<file path="config.mk">
export PLATFORM = sky130hd
export DESIGN_NAME = cnt6_seq_ctrl
export DESIGN_NICKNAME = d
export VERILOG_FILES = /design/src/rtl/cnt6_seq_ctrl.sv
export SDC_FILE = /design/constraint.sdc
export NUM_CORES = 1
export LEC_CHECK = 0
export ABC_AREA = 1
export CAP_MARGIN = 10
export CORE_ASPECT_RATIO = 0.5
export CORE_MARGIN = 5
export CORE_UTILIZATION = 39
export CTS_BUF_LIST = sky130_fd_sc_hd__clkbuf_8
export DETAILED_ROUTE_END_ITERATION = 10
export GPL_TIMING_DRIVEN = 0
export HOLD_SLACK_MARGIN = 0.1
export SLEW_MARGIN = 5
export SYNTH_ARGS = -nofsm -noshare
export SYNTH_HDL_FRONTEND = slang
export SYNTH_SLANG_ARGS = --single-unit
</file>
<file path="constraint.sdc">
create_clock -name clk -period 4.1 [get_ports clk]
set_input_delay 0.82 -clock clk [delete_from_list [all_inputs] [get_ports clk]]
set_output_delay 0.82 -clock clk [all_outputs]
set_load 0.005 [all_outputs]
</file>
<file path="src/rtl/cnt6_seq_ctrl.sv">
// cnt6_seq_ctrl: runs the six-code counter (010,011,111,110,100,000) for a programmed lap count.
// Optional macro CNT6_DIR_EN adds a dir input that selects reverse-order runs.
module cnt6_seq_ctrl #(
  parameter int LAP_W = 8
) (
  input  logic             clk,
  input  logic             reset_n,
  input  logic             start,
  input  logic             pause,
  input  logic             stop,
  input  logic [LAP_W-1:0] laps,
`ifdef CNT6_DIR_EN
  input  logic             dir,
`endif
  output logic             busy,
  output logic [2:0]       Q,
  output logic             C,
  output logic [LAP_W-1:0] lap_cnt,
  output logic             done
);

  typedef enum logic [1:0] {S_IDLE, S_RUN, S_HOLD, S_DONE} state_e;

  localparam logic [2:0] CODE_HOME = 3'b010;
  localparam logic [2:0] CODE_LAST = 3'b000;

  state_e           state_q, state_d;
  logic [2:0]       q_q, q_d;
  logic             c_q, c_d;
  logic [LAP_W-1:0] lap_cnt_q, lap_cnt_d;
  logic [LAP_W-1:0] laps_q, laps_d;
  logic             rev_q, rev_d;
  logic             busy_q, busy_d;
  logic             done_q, done_d;
  logic             dir_in;
  logic             boundary;
  logic [LAP_W-1:0] lap_inc;

`ifdef CNT6_DIR_EN
  assign dir_in = dir;
`else
  assign dir_in = 1'b0;
`endif

  // Illegal codes (001, 101) recover to the home code in either direction.
  function automatic logic [2:0] step_code(input logic [2:0] cur, input logic rev);
    logic [2:0] nxt;
    nxt = CODE_HOME;
    if (!rev) begin
      case (cur)
        3'b010:  nxt = 3'b011;
        3'b011:  nxt = 3'b111;
        3'b111:  nxt = 3'b110;
        3'b110:  nxt = 3'b100;
        3'b100:  nxt = 3'b000;
        default: nxt = CODE_HOME;
      endcase
    end else begin
      case (cur)
        3'b000:  nxt = 3'b100;
        3'b100:  nxt = 3'b110;
        3'b110:  nxt = 3'b111;
        3'b111:  nxt = 3'b011;
        3'b011:  nxt = 3'b010;
        3'b010:  nxt = 3'b000;
        default: nxt = CODE_HOME;
      endcase
    end
    return nxt;
  endfunction

  always_comb begin
    state_d   = state_q;
    q_d       = q_q;
    lap_cnt_d = lap_cnt_q;
    laps_d    = laps_q;
    rev_d     = rev_q;
    lap_inc   = lap_cnt_q + LAP_W'(1);
    boundary  = rev_q ? (q_q == CODE_HOME) : (q_q == CODE_LAST);
    case (state_q)
      S_IDLE: begin
        q_d = CODE_HOME;
        if (start && !stop) begin
          state_d   = S_RUN;
          laps_d    = laps;
          lap_cnt_d = '0;
          rev_d     = dir_in;
          q_d       = dir_in ? CODE_LAST : CODE_HOME;
        end
      end
      S_RUN: begin
        if (stop) begin
          state_d = S_IDLE;
          q_d     = CODE_HOME;
        end else if (pause) begin
          state_d = S_HOLD;
        end else begin
          q_d = step_code(q_q, rev_q);
          if (boundary) begin
            lap_cnt_d = lap_inc;
            // laps_q == 0 is free-run: only stop or reset end it.
            if (laps_q != '0 && lap_inc == laps_q) begin
              state_d = S_DONE;
              q_d     = CODE_HOME;
            end
          end
        end
      end
      S_HOLD: begin
        if (stop) begin
          state_d = S_IDLE;
          q_d     = CODE_HOME;
        end else if (!pause) begin
          state_d = S_RUN;
        end
      end
      default: begin
        state_d = S_IDLE;
        q_d     = CODE_HOME;
      end
    endcase
    // Carry marks the last code of a lap, which depends on the run direction.
    c_d    = (state_d == S_RUN) && (q_d == (rev_d ? CODE_HOME : CODE_LAST));
    busy_d = (state_d == S_RUN) || (state_d == S_HOLD);
    done_d = (state_d == S_DONE);
  end

  always_ff @(posedge clk or negedge reset_n) begin
    if (!reset_n) begin
      state_q   <= S_IDLE;
      q_q       <= CODE_HOME;
      c_q       <= 1'b0;
      lap_cnt_q <= '0;
      laps_q    <= '0;
      rev_q     <= 1'b0;
      busy_q    <= 1'b0;
      done_q    <= 1'b0;
    end else begin
      state_q   <= state_d;
      q_q       <= q_d;
      c_q       <= c_d;
      lap_cnt_q <= lap_cnt_d;
      laps_q    <= laps_d;
      rev_q     <= rev_d;
      busy_q    <= busy_d;
      done_q    <= done_d;
    end
  end

  assign busy    = busy_q;
  assign Q       = q_q;
  assign C       = c_q;
  assign lap_cnt = lap_cnt_q;
  assign done    = done_q;

endmodule
</file>
Word-level counts from Yosys, hierarchy flattened --
Cells that the tools add are included.
Cells by class: equality and inequality tests 16, add/sub/neg operators 1, reduce and logical (&&, ||, !) cells 11, mux-type cells 26
Operators by type and width (count):
- 2-to-1 mux 8 bit | 4
- one-hot mux 3 bit (5 select lines) | 2
- 2-to-1 mux 3 bit | 6
- 2-to-1 mux 2 bit | 8
- one-hot mux 8 bit (2 select lines) | 1
- equality test 3 bit (second input constant) | 3
- adder 8 x 1 -> 8 bit (second input constant) | 1
- equality test 8 bit | 1
- != test 2 bit (second input constant) | 4
- nonzero test 8 bit | 1
- equality test 2 bit (second input constant) | 3
- equality test 3 x 2 -> 1 bit (second input constant) | 2
- one-hot mux 2 bit (3 select lines) | 1
- one-hot mux 3 bit (2 select lines) | 1
- AND reduction 5 bit | 1
- equality test 2 x 1 -> 1 bit (second input constant) | 2
- equality test 3 x 2 -> 1 bit | 1
- logical AND 1 bit | 3
- zero test 3 bit | 1
- 2-to-1 mux 1 bit | 3
- zero test 2 bit | 1
- AND reduction 2 bit | 1
- nonzero test 2 bit | 1
- zero test 1 bit | 1
- logical OR 1 bit | 1
Word-level totals: input port bits 13, output and inout port bits 14, word-level logic and storage cells 62, register bits 25

Depth between registers and ports, before layout --
Gate-level depths: netlist of run 1.
depth after elaboration 10, gate-level depth with buffers 16, gate-level depth less buffers 16

Worst setup path after synthesis of run 1 --
No wires, ideal clock.
path type reg2reg, start register lap_cnt_q[0] (netlist: lap_cnt[0]), end register c_q (netlist: C), library setup time 0.072 ns, data required time 4.028 ns, arrival time 2.384 ns, setup slack 1.645 ns, clock period less this slack 2.455 ns, stages on the path, launching flop included 16, buffers on the path 0, cell sequence dfrtp_1 -> ha_1 -> nand2_1 -> nor2_4 -> nand3_1 -> nand3_1 -> nand2_1 -> nor2_1 -> nand2_1 -> or2_1 -> nand2_1 -> nand3_1 -> a31oi_1 -> ha_1 -> or3b_2 -> nor2_1
Between the ends: word-level cells in the longest chain between the ends 10, elaborated cells between the ends (all ways) 16, classes of those cells 1 x add/sub; 3 x eq/ne; 10 x mux; 2 x reduce/logical
RTL lines:
- start: declaration | line 30 | logic [LAP_W-1:0] lap_cnt_q, lap_cnt_d;
- start signal: assignment | line 142 | lap_cnt_q <= lap_cnt_d;
- adder 8 x 1 -> 8 bit | line 78 | lap_inc = lap_cnt_q + LAP_W'(1);
- equality test 8 bit | line 102 | if (laps_q != '0 && lap_inc == laps_q) begin
- logical AND 1 bit | line 102
- 2-to-1 mux 2 bit | line 102
- 2-to-1 mux 2 bit | line 99 | if (boundary) begin
- 2-to-1 mux 2 bit | line 95 | end else if (pause) begin
- 2-to-1 mux 2 bit | line 92 | if (stop) begin
- one-hot mux 2 bit (3 select lines) | line 80 | case (state_q)
- via state_d[0] | line 27 | state_e state_q, state_d;
- equality test 2 x 1 -> 1 bit | line 123 | c_d = (state_d == S_RUN) && (q_d == (rev_d ? CODE_HOME : CODE_LAST));
- logical AND 1 bit | line 123
- via c_d | line 29 | logic c_q, c_d;
- end signal: assignment | line 132 | c_q <= 1'b0;
- end signal: assignment | line 141 | c_q <= c_d;
- end: declaration | line 29
The timed path passes the listed nets, and every way through them passes these cells. A chain may end at the register's enable or synchronous reset.

Worst setup path after layout of run 1 --
Ends and elaborated chain as after synthesis.

==> metrics.md, run 1 <==
| Metric | Value |
|---|---|
| Post-cts resize count | 0 |
| CTS buffer count | 3 |
| Post-route clock period utilization | 68.5% |
| Clock skew | 2.04 ps |
| Routed WL per cell | 11.9 um |
| Core Area | 0.00382 mm^2 |
| Maxcap violations | 0 |
| Crit path kind | reg -> reg |
| Yosys warns | 0 |
| Worst path cell trace | ha_1, nand2_1, nor2_4, nand3_2, nand3_1, nand2_1, nor2_1, nand2_1, or2_1, nand2_1, nand3_1, a31oi_1, ha_1, or3b_2, nor2_1 |
| Number of cells produced by synthesis | 206 |
| Pleak | around 0.0009 uW |
| CP startpoint kind | register |
| Most used cell, CP | nand2_1 |
| Vias in the first global route | around 1300 |
| Required @ worst endpoint | 4310 ps |
| GRT met3 Usage | 3.36% |
| Hold-fix buffers, CTS | 0 |
| Root Driver | clkbuf_8 |
| # rows | 16 |
| Placed Instance Area | 0.00185 mm^2 |
| Met2 GRT Util | 25.1% |
| Crit path capture type | register |
| Starting Density | 39.7% |
| Total track usage | 14.3% |
| Dpl ws | 1040 ps |
| Fin crit period | 2810 ps |
| Via Count | between 1000 and 1500 |
| Post-CTS Setup Inserts | 0 |
| Post-detail-place hpwl | 2670 um |
| Post-route cell area | 0.00189 mm^2 |
| Min-Delay Path Class | in -> async |
| First-pass GRT wire length | 5960 um |
| Share of layout cells above drive strength 1 | 4.66% |
| Ant diodes | 0 |
| Async SR Flop Fraction | 100% |
| Synthesized flop and latch total | 25 |
| DRC | 0 |
| Synthesized Nets | roughly 230 |
| Fillers | 387 |
| Placed Cells | approximately 290 |
| Syn-to-layout area delta | 24.2% |
| Register area share after synthesis | 41.3% |
| Vias per cell | approximately 4.7 |
| Yosys cell types | 27 |
| CP arrival | 3020 ps |
| Max stage delay on crit path | 450 ps |
| Synth Flop Type | dfrtp_1 |
| Worst slew margin | 61.9% |
| Die Ht | 54.1 um |
| Post-synth EDFFs | 0 |
| Clk slew on worst S/H paths | 90 ps |
| Setup violations, final | 0 |
| Worst skew pair latency | 270 ps |
| RSZ-0062 raised after global routing | false |
| PortBufs | 26 |
| CTS tree | yes |
| Pwr per Cell Area | 545 mW/mm^2 |
| Fin Setup TNS | 0 ps |
| Final worst slack | 1290 ps |
| Worst slew pin tran | 571 ps |
| Critical Path Fanout Max | 5 |
| Average size of a mapped cell | about 7.4 um^2 |
| DR pass1 iterations | 4 |
| Post-route insts no fill | 290 |
| Initial DRC count | 40 |
| CP max-delay cell | dfrtp_1 |
| Status | finished clean |
| Highest Clock Rate | 0.356 GHz |
| Antenna violations before repair | 0 |
| Floorplan die width | 98.2 um |
| Post-Synthesis Cell Area | 0.00152 mm^2 |
| Grt peak-use layer | met2 |
| Final hold vios | 0 |
| Post-Route WL | 3440 um |
| M1 GR Usage | 18.2% |
| Antenna Nets Post-Route | 0 |
| Largest net degree at the start of global routing | 26 |
| Clock Sinks | 25 |
| CTS H-tree depth | 1 |
| Final net count | 257 |
| GP Congestion | ~0.9 |
| CTS max path bufs | 2 |
| Die Area | 0.00531 mm^2 |
| Congestion Overflow GR | 0 |
| VDD IR-drop max | 0.191 mV |
| Pins Over Slew Limit | 0 |
| I/O pin count | 27 |
==> logic make-up after synthesis <==
logic type                 share of synthesized area, %
DFF                                                41.3
xor gates and xnor gates                           3.22
adders and majority gates                          5.77
AOI/OAI and AO/OA                                  13.4
and+or+nand+nor                                    27.2
buffers and inverters                              9.15
==> power by group <==
| group | switching, uW | internal [uW] | total (uW) |
|---|---|---|---|
| sequential | 61.5 | 330 | 391 |
| clock | 78.5 | 67.1 | 146 |
| combinational | 278 | 212 | 490 |
| total | 418 | 609 | 1030 |
==> per-layer routing <==
layer / part of all wire [%] / wire length [um] / vias to the layer above
met3: 4.1 / 141 / 4
met2: 45 / 1550 / 24
met5: 0 / 0 / -
met1: 50 / 1710 / 615
li1: - / - / 713
met4: 1.3 / 44 / 0
==> registers in the layout, summed over array words and instances (netlist names) <==
| name | cells |
|---|---|
| lap_cnt | 8 |
| laps_q | 8 |
| Q | 3 |
| state_q | 2 |
| C | 1 |
| busy | 1 |
| done | 1 |
| rev_q | 1 |
==> critical path, delay by kind of cell, from the launching register on <==
family,cells,cell delay [ps]
and+or+nand+nor,12,1590
DFF,1,450
adders and majority gates,2,420
AOI/OAI and AO/OA,1,260
==> layout make-up <==
class | instances | area, um^2 | share of cell area (%)
plain buffers | 1 | 3.75 | 0.199
clock buffers | 3 | 41.3 | 2.19
clock inverters | 1 | 3.75 | 0.199
inverters | 36 | 135 | 7.17
multi-input cells | 144 | 752 | 39.9
flip-flops and latches | 25 | 627 | 33.2
well taps | 54 | 67.6 | 3.58
repair buffers | 26 | 255 | 13.5
==> through the flow <==
stage	hold slack (ps)	util (%)	total power, uW
2_1_floorplan	519	-	714
3_3_place_gp	567	48.3	886
3_5_place_dp	570	48.3	890
4_1_cts	593	49.4	1040
5_1_grt	577	49.3	1130
6_report	534	49.3	1030
==> final timing paths <==
| check | start | to | slack [ps] | depth (start not counted) |
|---|---|---|---|---|
| worst max-delay path | lap_cnt[0] | C | 1290 | 15 |
| worst min-delay path | reset_n | state_q[1] | 530 | 1 |
| worst max register to register | lap_cnt[0] | C | 1290 | 15 |
| worst min register to register | laps_q[7] | laps_q[7] | 590 | 2 |
| max in group asynchronous | reset_n | laps_q[4] | 3190 | 1 |
| min in group clk | laps_q[7] | laps_q[7] | 590 | 2 |
==> cell usage after synthesis, types with 2 or more instances <==
| library cell | number | area [um^2] |
|---|---|---|
| o211ai_1 | 2 | 15.0 |
| xor2_1 | 2 | 17.5 |
| ha_1 | 7 | 87.6 |
| a21oi_1 | 5 | 25.0 |
| dfrtp_1 | 24 | 601 |
| nor2_1 | 13 | 48.8 |
| or2_1 | 2 | 12.5 |
| inv_1 | 35 | 131 |
| nand3_1 | 15 | 75.1 |
| o21bai_1 | 2 | 15.0 |
| nand2_1 | 61 | 229 |
| o21ai_0 | 18 | 90.1 |
| a31oi_1 | 2 | 12.5 |
| o22ai_1 | 5 | 31.3 |
==> cells in the final DEF, fill, tap and decap left out <==
master	n
a21oi_1	5
or3b_2	1
o22ai_1	5
a21oi_2	1
ha_1	7
o211ai_1	2
nor2_1	13
buf_2	1
dfrtp_1	24
nand3_2	1
dfstp_2	1
inv_2	1
nand2_1	61
xor2_1	2
clkdlybuf4s50_1	25
o21ai_0	18
nor2_4	1
nor2_2	1
xnor2_1	1
a31oi_1	2
clkbuf_1	1
or2_1	2
inv_1	36
nand4_1	1
nor3_1	1
xnor3_1	1
o21bai_1	2
nand3_1	15
clkbuf_8	3
o21ai_1	1
No activity file was read; power rests on OpenSTA's default activity.
==> run 2, diff against run 1 <==
Clock period 4.1 ns to 2.3 ns, I/O delays scaled along.
==> run 2 against run 1 <==
Against the previous run:
- the flow now finishes with violations (setup timing)
- maximum frequency up 9.7%
- sequential share of layout area down 1.9 points
- wire length up 5.8%
- worst setup slack worse by 1600 ps
- largest cell class unchanged
- highest routed layer unchanged
- critical endpoint unchanged
==> metrics.md, run 2 (synthesis gave the netlist of run 1 again) <==
| Metric | Value |
|---|---|
| Vias per cell | 4.79 |
| First-pass GRT wire length | 6180 um |
| FF+latch area | 629 um^2 |
| Die Area | 0.00531 mm^2 |
| Clk slew on worst S/H paths | 90 ps |
| Final worst slack | -260 ps |
| Worst Path Buf+Inv | 1 |
| Most used cell, CP | nand2_1 |
| CP startpoint kind | register |
| I/O pin count | 27 |
| Post-Route WL | 3640 um |
| Max stage delay on crit path | approximately 450 ps |
| Final net count | 264 |
| Maxcap violations | 0 |
| Clock Sinks | 25 |
| # rows | 16 |
| Fin crit period | 2560 ps |
| Failing checks | setup timing |
| Crit path max-delay family | simple AND/OR/NAND/NOR gates |
| Flop2flop setup slack | -260 ps |
| Share of layout cells above drive strength 1 | 14.0% |
| Syn-to-layout area delta | 32.5% |
| Worst slew pin tran | 569 ps |
| Core Area | 0.00382 mm^2 |
| Multi-input logic area | approximately 820 um^2 |
| Highest Clock Rate | 0.391 GHz |
| GP Congestion | 0.953 |
| CP arrival | 2770 ps |
| Via Count | ~1400 |
| DRC | 0 |
| PortBufs | 26 |
| Worst skew pair latency | 270 ps |
| Routed WL per cell | 12.2 um |
| Post-detail-place hpwl | 2730 um |
| Largest net degree at the start of global routing | 26 |
| Required @ worst endpoint | roughly 2500 ps |
| Dpl ws | -358 ps |
| Metal2 WL | 1660 um |
| Highest Signal Layer | met4 |
| Floorplan die width | 98.2 um |
| Metal-1 WL | between 1500 and 2000 um |
| Root Driver | clkbuf_8 |
| CTS tree | yes |
| Hold-fix buffers, CTS | 0 |
| Clock skew | 1.74 ps |
| Die Ht | 54.1 um |
| Setup violations, final | 1 |
| Commonest non-fill, non-tap cell in the layout | nand2_1 |
| Fillers | 386 |
| Ant diodes | 0 |
| Min-Delay Path Class | in -> async |
| Starting Density | about 40% |
| Worst slew margin | 62.1% |
| Total track usage | 14.7% |
| Fin Setup TNS | -260 ps |
| Final hold vios | 0 |
| Pins Over Slew Limit | 0 |
| CTS buffer count | 3 |
| Pwr per Cell Area | 1010 mW/mm^2 |
| Worst path cell trace | ha_4, inv_2, nand2_1, nand2_1, nor2_1, nand2_1, nor2_1, nand4_1, or2_1, nand2_1, nand3_2, a31oi_4, ha_4, or3b_4, nor2_2 |
| CP max-delay cell | dfrtp_2 |
| Vias in the first global route | 1373 |
| Antenna Nets Post-Route | 0 |
| RSZ-0062 raised after global routing | true |
| Most frequent cells in the layout | nand2_1 (58), inv_1 (33), clkdlybuf4s50_1 (25) |
| Post-route clock period utilization | 111% |
| Initial DRC count | 38 |
| Antenna violations before repair | 0 |
| DR pass1 iterations | 4 |
| Critical Path Fanout Max | 3 |
| Pleak | 0.000918 uW |
| Crit path capture type | register |
| Met3 WL | about 140 um |
| CTS max path bufs | 2 |
| Congestion Overflow GR | 0 |
| CTS H-tree depth | 1 |
| Final hold slack | 170 ps |
| Status | finished, violations left |
| Crit path kind | reg -> reg |
| VDD IR-drop max | 0.526 mV |
==> run 2: per-layer routing <==
layer  vias to the layer above  global-route usage, %
met5                         -                      0
met4                         0                   2.95
met3                         5                   3.23
met2                        24                   27.4
met1                       665                   18.2
li1                        730                      -
==> run 2: path summary, 6_finish.rpt <==
kind	endpoint	start	cells after the start
hold / removal	state_q[0]	reset_n	1
hold reg to reg	lap_cnt[1]	lap_cnt[1]	2
max in group asynchronous	lap_cnt[0]	reset_n	1
setup / recovery	C	lap_cnt[0]	15
setup reg to reg	C	lap_cnt[0]	15
min in group clk	lap_cnt[1]	lap_cnt[1]	2
==> run 2: cell type report <==
cell class | count | share of cell area (%)
Buffer | 1 | 0.187
Clock buffer | 3 | 2.05
Clock inverter | 1 | 0.187
Inverter | 36 | 6.72
Multi-Input combinational cell | 144 | 40.9
Sequential cell | 25 | 31.3
Tap cell | 54 | 3.36
Timing Repair Buffer | 33 | 15.3
==> run 2: through the flow <==
step / area (um^2) / power (uW) / instances / utilization (%)
finish: 2010 / 2030 / 297 / 52.6
global route: 2010 / 2210 / 297 / 52.6
floorplan: 1550 / 1310 / 206 / -
global placement: 1870 / 1620 / 286 / 49.0
CTS: 2020 / 2020 / 300 / 52.8
detailed placement: 1870 / 1630 / 286 / 49.0
==> run 2: where the power goes <==
group | switching, uW | leakage [uW] | internal, uW
clock network | 146 | 0.0000269 | 120
registers | 118 | 0.000324 | 591
logic | 572 | 0.000567 | 486
==> run 2: what timing repair did <==
action	4_1_cts	5_1_grt
pin swaps	3	4
resized for setup	5	8
setup buffers	10	2
endpoints found under the setup margin	8	11
==> run 3, diff against run 2 <==
Settings changed: SETUP_SLACK_MARGIN set to 0.1.
==> run 3 against run 2 <==
Against the previous run:
- the flow still finishes with violations (setup timing)
- clock skew grew 3.0 ps
- via count grew 2.5%
- worst setup slack lost 20 ps
- clock-buffer cell count is the same
- die area is the same
- critical path depth is the same
- first-iteration DRC count grew 21%
- non-clock buffer count grew 4
- critical path type unchanged
- largest power group unchanged
==> metrics.md, run 3 (synthesis gave the netlist of run 1 again) <==
| Metric | Value |
|---|---|
| Clk slew on worst S/H paths | ~90 ps |
| Post-route insts no fill | 301 |
| Post-route clock period utilization | 112% |
| RSZ-0062 raised after global routing | true |
| Fillers | 374 |
| GRT met3 Usage | 3.36% |
| Placed Cells | 286 |
| Worst Path Buf+Inv | 1 |
| Syn-to-layout area delta | 36.1% |
| Flop2flop setup slack | -280 ps |
| Clock skew | 4.72 ps |
| Maxcap violations | 0 |
| Critical Path Fanout Max | 3 |
| Initial DRC count | 46 |
| Congestion Overflow GR | 0 |
| CP startpoint kind | register |
| Hold-fix buffers, CTS | 0 |
| I/O pin count | 27 |
| Crit path max-delay family | simple AND/OR/NAND/NOR gates |
| R2R cell count | 15 |
| Post-detail-place hpwl | 2730 um |
| Root Driver | clkbuf_8 |
| Final worst slack | -280 ps |
| Fin crit period | 2580 ps |
| Failing checks | setup timing |
| CTS max path bufs | 2 |
| Routed WL per cell | around 12 um |
| Fin Setup TNS | -326 ps |
| Via Count | 1459 |
| Crit path capture type | register |
| Core Area | 0.00382 mm^2 |
| PortBufs | 26 |
| Total track usage | 15.1% |
| R2r endpoint | C |
| Most used cell, CP | nand2_1 |
| Worst slew pin tran | 567 ps |
| M1 GR Usage | 18.3% |
| CP arrival | 2790 ps |
| CTS buffer count | 3 |
| Starting Density | 39.7% |
| Required @ worst endpoint | 2510 ps |
| Clock Sinks | 25 |
| Min-Delay Path Class | in -> async |
| First-pass GRT wire length | approximately 6300 um |
| Pleak | 0.000945 uW |
| Vias per cell | ~4.8 |
| Vias in the first global route | 1377 |
| GP Congestion | around 0.95 |
| DR pass1 iterations | 4 |
| Highest Clock Rate | 0.388 GHz |
| Post-Route WL | 3750 um |
| DRC | 0 |
| Die Ht | about 54 um |
| CTS tree | yes |
| VDD IR-drop max | approximately 0.55 mV |
| Largest net degree at the start of global routing | 26 |
| Commonest non-fill, non-tap cell in the layout | nand2_1 |
| Share of layout cells above drive strength 1 | 15.4% |
| CTS H-tree depth | 1 |
| Die Area | 0.00531 mm^2 |
| Multi-input logic area | 832 um^2 |
| Worst skew pair latency | 270 ps |
| Pwr per Cell Area | around 1000 mW/mm^2 |
| Most frequent cells in the layout | nand2_1 (58), inv_1 (33), clkdlybuf4s50_1 (25) |
| FF+latch area | 629 um^2 |
| # rows | 16 |
| Crit path kind | reg -> reg |
| Max stage delay on crit path | around 450 ps |
| Final core utilization | 54.0% |
| Pins Over Slew Limit | 0 |
| R2R Path Start | lap_cnt[0] |
| Worst slew margin | 62.2% |
| Floorplan die width | about 98 um |
| Worst path cell trace | ha_4, inv_2, nand2_1, nand2_1, nor2_1, nand2_1, nor2_1, nand4_1, or2_1, nand2_1, nand3_2, a31oi_4, ha_4, or3b_4, nor2_2 |
| Antenna violations before repair | 0 |
| Antenna Nets Post-Route | 0 |
| Setup violations, final | 3 |
| Status | finished, violations left |
| Final net count | 268 |
| Met2 GRT Util | 27.9% |
| Final hold vios | 0 |
| CP max-delay cell | dfrtp_2 |
| Ant diodes | 0 |
| Grt peak-use layer | met2 |
[run 3: cell count changes in the layout (fill, tap and decap cells not counted)]
cell	delta
buf_6	+4
ha_2	-1
ha_4	+1
[run 3: worst max-delay path by stage]
stage | end | slack (ps) | startpoint | cells after the start
finish | C | -280 | lap_cnt[0] | 15
global route | C | -440 | lap_cnt[1] | 15
CTS | C | -270 | lap_cnt[0] | 15
detailed placement | lap_cnt[1] | -360 | stop | 10
global placement | lap_cnt[1] | -370 | stop | 10
floorplan | C | -60 | lap_cnt[0] | 15
[run 3: repair_timing]
| action | CTS | global route |
|---|---|---|
| pin swaps | 4 | 7 |
| setup endpoints to repair | 8 | 12 |
| resized for setup | 16 | 5 |
| buffers inserted | 10 | 4 |
[run 3: per-layer routing]
metal	wire length, um	share of wire (%)
met5	0	0
met4	51	1.4
met3	139	3.7
met2	1750	47
met1	1820	48
[run 3: layout make-up]
cell class	instances	share of cell area, %
Buffer	1	0.182
Clock buffer	3	2.00
Clock inverter	1	0.182
Inverter	36	6.54
Multi-Input combinational cell	144	40.3
Sequential cell	25	30.5
Tap cell	54	3.27
Timing Repair Buffer	37	17.1
[run 3: stage by stage]
step	instance area [um^2]	hold WS, ps	power, uW	setup WS (ps)
floorplan	1550	164	1310	-55.3
global placement	1870	566	1620	-371
detailed placement	1870	568	1630	-358
CTS	2050	587	2070	-274
global route	2070	217	2310	-440
finish	2070	174	2120	-280
[run 3: worst reg2reg max path, cell delays in order, from the launching register on]
cell and delay (ps):
dfrtp_2 450, ha_4 280, inv_2 30, nand2_1 40, nand2_1 50, nor2_1 90
nand2_1 50, nor2_1 100, nand4_1 150, or2_1 300, nand2_1 100, nand3_2 90
a31oi_4 200, ha_4 150, or3b_4 370, nor2_2 80
[run 3: power breakdown]
group / total, uW / switching (uW) / internal, uW
Clock: 260 / 140 / 120
Combinational: 1150 / 605 / 546
Sequential: 711 / 119 / 591
Total: 2120 / 865 / 1260
